File: src/rtl/hazard_pkg.sv
// Shared encodings for the hazard/forwarding controller.
// R0_HARDWIRED_EN makes register 0 a constant zero (never forwarded).
package hazard_pkg;

  localparam logic [1:0] SEL_REG  = 2'd0;
  localparam logic [1:0] SEL_EXEC = 2'd1;
  localparam logic [1:0] SEL_MEM  = 2'd2;
  localparam logic [1:0] SEL_WB   = 2'd3;

  typedef enum logic [1:0] {
    RUN     = 2'd0,
    MWAIT   = 2'd1,
    TIMEOUT = 2'd2
  } haz_state_t;

  // Producer matches a consumer address; r0 never matches when hardwired.
  function automatic logic prod_hit(
    input logic        valid,
    input logic [31:0] dest,
    input logic [31:0] src
  );
`ifdef R0_HARDWIRED_EN
    return valid && (dest == src) && (src != 32'd0);
`else
    return valid && (dest == src);
`endif
  endfunction

endpackage

File: src/rtl/hazard_forward_unit_fwd_select.sv
// Per-operand bypass select: one source against E/M/W producers.
// R0_HARDWIRED_EN (via hazard_pkg) suppresses matches on register 0.
module fwd_select
  import hazard_pkg::*;
#(
  parameter int REGBITS = 4,
  parameter int MUXBITS = 2
) (
  input  logic [REGBITS-1:0] src,
  input  logic [REGBITS-1:0] dest_e,
  input  logic [REGBITS-1:0] dest_m,
  input  logic [REGBITS-1:0] dest_w,
  input  logic               valid_e,
  input  logic               valid_m,
  input  logic               valid_w,
  output logic [MUXBITS-1:0] sel,
  output logic               hit_e
);

  logic hit_m;
  logic hit_w;

  assign hit_e = prod_hit(valid_e, 32'(dest_e), 32'(src));
  assign hit_m = prod_hit(valid_m, 32'(dest_m), 32'(src));
  assign hit_w = prod_hit(valid_w, 32'(dest_w), 32'(src));

  // Youngest producer wins.
  always_comb begin
    sel = MUXBITS'(SEL_REG);
    priority case (1'b1)
      hit_e:   sel = MUXBITS'(SEL_EXEC);
      hit_m:   sel = MUXBITS'(SEL_MEM);
      hit_w:   sel = MUXBITS'(SEL_WB);
      default: sel = MUXBITS'(SEL_REG);
    endcase
  end

endmodule

File: src/rtl/hazard_forward_unit.sv
// Hazard/forwarding controller: bypass selects, load-use, memory wait FSM.
// R0_HARDWIRED_EN treats register 0 as constant zero.
module hazard_forward_unit
  import hazard_pkg::*;
#(
  parameter int REGBITS  = 4,
  parameter int MUXBITS  = 2,
  parameter int NSRC     = 2,
  parameter int WAITBITS = 4,
  parameter int CNTBITS  = 16
) (
  input  logic                    clk,
  input  logic                    rst_n,
  input  logic [NSRC*REGBITS-1:0] src_D,
  input  logic [REGBITS-1:0]      dest_E,
  input  logic [REGBITS-1:0]      dest_M,
  input  logic [REGBITS-1:0]      dest_W,
  input  logic                    wrt_en_E,
  input  logic                    wrt_en_M,
  input  logic                    wrt_en_W,
  input  logic                    noop_E,
  input  logic                    noop_M,
  input  logic                    noop_W,
  input  logic                    is_load_E,
  input  logic                    is_load_M,
  input  logic                    mem_ready_M,
  output logic [NSRC*MUXBITS-1:0] src_sel_D,
  output logic                    stall_D,
  output logic                    bubble_E,
  output logic                    stall_all,
  output logic [1:0]              haz_state,
  output logic                    mem_timeout,
  output logic [CNTBITS-1:0]      stall_cycles
);

  localparam logic [WAITBITS-1:0] WAIT_LAST = ~WAITBITS'(1);

  logic                valid_e;
  logic                valid_m;
  logic                valid_w;
  logic [NSRC-1:0]     hit_e;
  logic                load_use;
  logic                mem_wait;
  haz_state_t          state;
  logic [WAITBITS-1:0] wait_cnt;

  assign valid_e = wrt_en_E & ~noop_E;
  assign valid_m = wrt_en_M & ~noop_M;
  assign valid_w = wrt_en_W & ~noop_W;

  for (genvar s = 0; s < NSRC; s++) begin : g_src
    fwd_select #(
      .REGBITS(REGBITS),
      .MUXBITS(MUXBITS)
    ) u_sel (
      .src    (src_D[s*REGBITS +: REGBITS]),
      .dest_e (dest_E),
      .dest_m (dest_M),
      .dest_w (dest_W),
      .valid_e(valid_e),
      .valid_m(valid_m),
      .valid_w(valid_w),
      .sel    (src_sel_D[s*MUXBITS +: MUXBITS]),
      .hit_e  (hit_e[s])
    );
  end

  assign load_use  = is_load_E & (|hit_e);
  assign mem_wait  = is_load_M & valid_M_q() & ~mem_ready_M;
  assign stall_all = mem_wait;
  assign stall_D   = load_use | mem_wait;
  assign bubble_E  = load_use & ~mem_wait;
  assign haz_state = state;

  function automatic logic valid_M_q();
    return valid_m;
  endfunction

  // Memory-wait FSM; wait_cnt counts registered wait cycles incl. the first.
  always_ff @(posedge clk or negedge rst_n) begin
    if (!rst_n) begin
      state       <= RUN;
      wait_cnt    <= '0;
      mem_timeout <= 1'b0;
    end else begin
      unique case (state)
        RUN: begin
          if (mem_wait) begin
            state    <= MWAIT;
            wait_cnt <= WAITBITS'(1);
          end else begin
            wait_cnt <= '0;
          end
        end
        MWAIT: begin
          if (!mem_wait) begin
            state    <= RUN;
            wait_cnt <= '0;
          end else begin
            if (wait_cnt == WAIT_LAST) begin
              state       <= TIMEOUT;
              mem_timeout <= 1'b1;
            end
            if (wait_cnt != '1) wait_cnt <= wait_cnt + 1'b1;
          end
        end
        TIMEOUT: begin
          if (!mem_wait) begin
            state    <= RUN;
            wait_cnt <= '0;
          end else if (wait_cnt != '1) begin
            wait_cnt <= wait_cnt + 1'b1;
          end
        end
        default: begin
          state    <= RUN;
          wait_cnt <= '0;
        end
      endcase
    end
  end

  // Saturating count of decode stall cycles.
  always_ff @(posedge clk or negedge rst_n) begin
    if (!rst_n) begin
      stall_cycles <= '0;
    end else if (stall_D && stall_cycles != '1) begin
      stall_cycles <= stall_cycles + 1'b1;
    end
  end

endmodule

File: config.mk
export PLATFORM = sky130hd
export DESIGN_NAME = hazard_forward_unit
export DESIGN_NICKNAME = d
export VERILOG_FILES = /design/src/rtl/hazard_pkg.sv /design/src/rtl/hazard_forward_unit_fwd_select.sv /design/src/rtl/hazard_forward_unit.sv
export SDC_FILE = /design/constraint.sdc
export NUM_CORES = 1
export LEC_CHECK = 0
export BUFFER_PORTS_ARGS = -buffer_cell sky130_fd_sc_hd__buf_2
export CAP_MARGIN = 20
export CELL_PAD_IN_SITES_DETAIL_PLACEMENT = 1
export CELL_PAD_IN_SITES_GLOBAL_PLACEMENT = 2
export CORE_AREA = 2 2 78 80
export CTS_CLUSTER_DIAMETER = 120
export CTS_CLUSTER_SIZE = 28
export DETAILED_ROUTE_END_ITERATION = 10
export DIE_AREA = 0 0 80 82
export GPL_TIMING_DRIVEN = 0
export PLACE_DENSITY_LB_ADDON = 0.1
export SLEW_MARGIN = 10
export SYNTH_ARGS = -nofsm -noshare
export SYNTH_HDL_FRONTEND = slang
export SYNTH_SLANG_ARGS = --single-unit
File: constraint.sdc
create_clock -name clk -period 2.85 [get_ports clk]
set_clock_uncertainty 0.1 [all_clocks]
set_input_delay 0.57 -clock clk [delete_from_list [all_inputs] [get_ports clk]]
set_output_delay 0.57 -clock clk [all_outputs]
set_load 0.01 [all_outputs]
Yosys cells after proc, flatten, opt, wreduce, memory -nomap -nowiden:

Cells that the tools add are included.

* register bits after elaboration: 23
* bits in latches: 0
* RAM bits: 0
* bits in read-only memories: 0
* input bits: 31
* output and inout bits: 26
* word-level logic and storage cells: 61
* memories kept: 0

* add/subtract/negate cells: 2
* $mul: 0
* divide/modulo/power cells: 0
* magnitude comparators: 0
* equality and inequality tests: 15
* shift-type cells: 0
* muxes and demuxes: 15
* bitwise gates (word level): 13
* reduce and logical (&&, ||, !) cells: 12

Operators by type and width (number)
* equality test 4 bit: 6
* 2-to-1 mux 2 bit: 10
* adder 16 x 1 -> 16 bit (second input constant): 1
* inequality test 16 bit (second input constant): 1
* 2-to-1 mux 4 bit: 2
* case mux 4 bit (2 select lines): 1
* AND 1 bit: 7
* logical AND 1 bit: 7
* case mux 2 bit (3 select lines): 1
* AND reduction 3 bit: 2
* inverter 1 bit: 5
* adder 4 x 1 -> 4 bit (second input constant): 1
* equality test 4 bit (second input constant): 1
* inequality test 2 bit (second input constant): 2
* inequality test 4 bit (second input constant): 1
* OR reduction 2 bit: 2
* inequality test 3 x 2 -> 1 bit (second input constant): 1
* inequality test 3 bit (second input constant): 1
* equality test 2 x 1 -> 1 bit (second input constant): 1
* equality test 2 bit (second input constant): 1
* zero test 2 bit: 1
* 2-to-1 mux 1 bit: 1
* bitwise OR 1 bit: 1

Longest topological paths before layout:

* depth in word-level cells: 7
* depth in mapped cells: 8
* depth with buffers taken out: 7

By module:

From an unflattened synthesis, not the netlist that was laid out.

* cell total of the unflattened synthesis: 170
* area, all modules: 1685.4 um^2

Modules (own cells, without submodules)
* hazard_forward_unit: instances 1, cells an instance 130, area each 1335.0 um^2, seq. area each 575.6 um^2
* fwd_select: instances 2, cells an instance 20, area each 175.2 um^2, seq. area each 0.0 um^2

Least setup slack after synthesis:

No wires, ideal clock.

* kind: in2out
* start: input wrt_en_M
* end: output stall_D
* data arrival time: 1.780 ns
* data required time: 2.180 ns
* setup slack: 0.400 ns
* stages on the path: 7
* buffers on the path: 1
* path through: nor2b_1 -> nand3b_1 -> inv_1 -> a31o_2 -> a21oi_2 -> buf_6 -> inv_1

* word-level cells in the longest chain between the ends: 4

RTL lines
* start: declaration: RTL line hazard_forward_unit.sv:19 `input logic wrt_en_M,`
* AND 1 bit: RTL line hazard_forward_unit.sv:48 `assign valid_m = wrt_en_M & ~noop_M;`
* AND 1 bit (2 in series): RTL line hazard_forward_unit.sv:69 `assign mem_wait = is_load_M & valid_M_q() & ~mem_ready_M;`
* named net stall_all: RTL line hazard_forward_unit.sv:30 `output logic stall_all,`
* bitwise OR 1 bit: RTL line hazard_forward_unit.sv:71 `assign stall_D = load_use | mem_wait;`
* end: declaration: RTL line hazard_forward_unit.sv:28 `output logic stall_D,`

The timed path passes the listed nets, and every way through them passes these cells.

Worst setup path after layout:

* start: input dest_E[2]
* end: output stall_D

* word-level cells in the longest chain between the ends: 5
* elaborated cells on any way between the ends: 7
* those cells by class: 2 x eq/ne; 2 x bitwise; 3 x reduce/logical

RTL lines
* start: declaration: RTL line hazard_forward_unit.sv:15 `input logic [REGBITS-1:0] dest_E,`
* equality test 4 bit: RTL line hazard_pkg.sv:25 `return valid && (dest == src);`
* logical AND 1 bit: RTL line hazard_pkg.sv:25
* OR reduction 2 bit *: RTL line hazard_forward_unit.sv:68 `assign load_use = is_load_E & (|hit_e);`
* AND 1 bit *: RTL line hazard_forward_unit.sv:68
* bitwise OR 1 bit *: RTL line hazard_forward_unit.sv:71

Mark *: on every way between the ends. The rest lies on a longest branch, timed or not.

==> metrics <==
clock tree buffer depth=2; total congestion overflow=0; total power density per cell area=around 420 nW/um^2; leakage=1.02 nW; H-tree depth=1; number of placed cells counting well taps=roughly 300; cell with the most instances after synthesis=xor2_1; clock tree from TritonCTS=yes; peak ir drop on the vdd network=0.000221 V; ys async rst share=1.00; Post-Synth Adder-Cell Area=0.0539; placed wire-length estimate after detailed placement=around 3600 um; final WL=4310 um; Layout area overhead=26.7%; CP Data Arrival Time=around 1900 ps; via count of the first global-routing pass=approximately 1600; count of unique library cells instantiated by Yosys=37; Post-synth top cells=xor2_1 (25), dfrtp_1 (23), nand3_1 (12), nand2_1 (11); nets in the synthesized netlist=208; Tightest Pin Transition=approximately 540 ps; dominant combinational cell family by area after synthesis=simple AND/OR/NAND/NOR gates; cell with the biggest individual delay on the critical path=nor4b_4; number of enable flip-flop cells after synthesis=0; global placer's final weighted congestion=0.774; post-DR wirelength/cell=~14 um; clock slew at the register clock pins of the worst setup and hold paths=~80 ps; unrepaired setup endpoints after global routing=false; crit path cell chain=buf_2 -> xnor2_1 -> nand3_1 -> nor4b_4 -> a21oi_4 -> buf_6 -> inv_1 -> buf_2; kind of path behind the tightest hold check=in -> async; kind of critical path=in -> out; number of clock buffers inserted by TritonCTS=3; endpoint type of the worst setup path=primary output; placeable core region=~5700 um^2; all-layer global routing usage=0.145; # fillers=between 700 and 800; endpoints failing setup=0; Detail Route Antenna Nets=0; total iterations of the first detailed-routing run=4; root cell of the clock tree=clkbuf_8; remaining design rule violation count=0; most used flip-flop cell after synthesis=dfrtp_1; Via-to-Cell Ratio=between 4 and 5; largest fanout on the critical path=10; sinks on the clock net=23; detailed router's first-iteration violation count=21; initial cell density of the core=0.283; post-synthesis compound-gate area fraction=0.0893; wire length of the first global-routing pass=roughly 7600 um; final critical delay including setup and external delays=between 2000 and 3000 ps; number of rows in the core area=28; largest net degree at the start of global routing=24; sequential element share of the synthesized area=0.354; Max-slew headroom=0.642; Max Cap Violations=0; Inserted Diodes=0; maximum single-stage delay on the critical path=roughly 430 ps; cell seen most often among critical-path stages=buf_2; fraction of the mapped netlist area in simple logic gates=0.264; core utilization of the finished layout=0.358; Final #Nets=270; synthesized cell area=roughly 1600 um^2; period utilization=0.904; proportion of layout cells with a drive suffix above 1=0.329; die outline area=6560 um^2; Die Ht=82 um; final hold violation count=0; number of instances in the synthesized netlist=170; chip width=around 80 um; xor and xnor area share after synthesis=0.183; Port Buffers=56; warning count from the yosys run=0; run status=finished, final reports clean; highest clock rate=between 300 and 400 MHz; number of buffers added to fix hold violations after cts=0; Clk Latency, worst-skew pair=between 200 and 300 ps; I/O pin count=57; leading cell types by total area after synthesis=dfrtp_1 (35%), xor2_1 (13%), ha_1 (5.4%); Pins Over Slew Limit=0; routed via count=1488; leading area contributor after synthesis=dfrtp_1; data required time of the critical path=roughly 2200 ps; startpoint kind of the worst setup timing path=input port; average cell area after synthesis=9.56 um^2; Seq cells post-synth=23; number of non-filler instances in the completed layout=around 310; post-synthesis mux area share=0.0277; number of antenna violations at the first check in global routing=0; Yosys top cell area share=0.354
[worst paths after layout]
check                           startpoint               end  slack [ps]  depth (start not counted)
setup / recovery                 dest_E[2]           stall_D         270                          8
hold / removal                       rst_n       wait_cnt[3]         180                          1
setup reg to reg           stall_cycles[0]   stall_cycles[1]         440                          6
hold reg to reg                mem_timeout       mem_timeout         390                          1
max in group asynchronous            rst_n  stall_cycles[10]        2110                          1
min in group clk               mem_timeout       mem_timeout         390                          1
[report_power, final]
part / switching, mW / internal (mW)
clock: 0.103 / 0.0997
sequential: 0.0459 / 0.364
combinational: 0.136 / 0.116
total: 0.285 / 0.580
[final cells by class]
class	count	area [um^2]	area share
plain buffers	3	18.8	0.00911
clock buffers	4	45.0	0.0219
inverters	7	26.3	0.0128
multi-input cells	137	1010	0.491
flip-flops and latches	23	576	0.279
well taps	75	93.8	0.0456
repair buffers	57	288	0.140
[flip-flops by register name, indices dropped and copies added (netlist names)]
name and count:
haz_state 2, wait_cnt 4, stall_cycles 16, mem_timeout 1
[routing by layer]
layer,up-vias,global-route usage,share of wire
met5,-,0,0
met3,4,0.0286,0.040
li1,731,-,-
met1,724,0.183,0.44
met2,29,0.257,0.51
met4,0,0.0305,0.0077
[metrics by stage]
step	setup TNS [ps]	total power, mW	setup WS [ps]	hold slack, ps	cell area (um^2)
3_3_place_gp	-131	0.664	-131	357	2000
6_report	0	0.865	272	180	2060
2_1_floorplan	0	0.552	400	174	1630
5_1_grt	0	0.932	102	223	2060
4_1_cts	0	0.889	211	195	2060
3_5_place_dp	-137	0.674	-137	370	2000
[cell families after synthesis]
logic type	count (synthesis)
compound gates	22
mux	4
xor+xnor	34
flops	23
simple gates	70
fa+ha+maj	7
buf+inv	10
[worst max-delay path, delay by kind of cell]
| kind | cells | cell delay [ps] |
|---|---|---|
| simple gates | 2 | 570 |
| buf+inv | 4 | 440 |
| xor+xnor | 1 | 160 |
| compound gates | 1 | 160 |
[layout by cell type (no fill, tap or decap), drive strengths merged, types with 2 or more instances in the layout]
cell type,netlist,routed
xnor2,9,9
nand2,11,11
or2,3,3
mux2,4,4
ha,7,7
or3,3,3
nand3,12,12
inv,7,7
nor2,10,10
buf,1,58
dfrtp,23,23
o21ai,5,5
nor2b,4,4
xor2,25,25
nor4,6,6
nor4b,2,2
nand4,5,5
a221oi,2,2
a41o,2,2
a21oi,9,9
nor3,8,8
nor3b,2,2
clkbuf,2,6
[what timing repair did]
action / CTS / global route
endpoints found under the setup margin: 1 / 0
resized for setup: 1 / 0
buffers inserted: 1 / 0
hold endpoints to repair: 0 / 0
No activity file was read; power rests on OpenSTA's default activity.
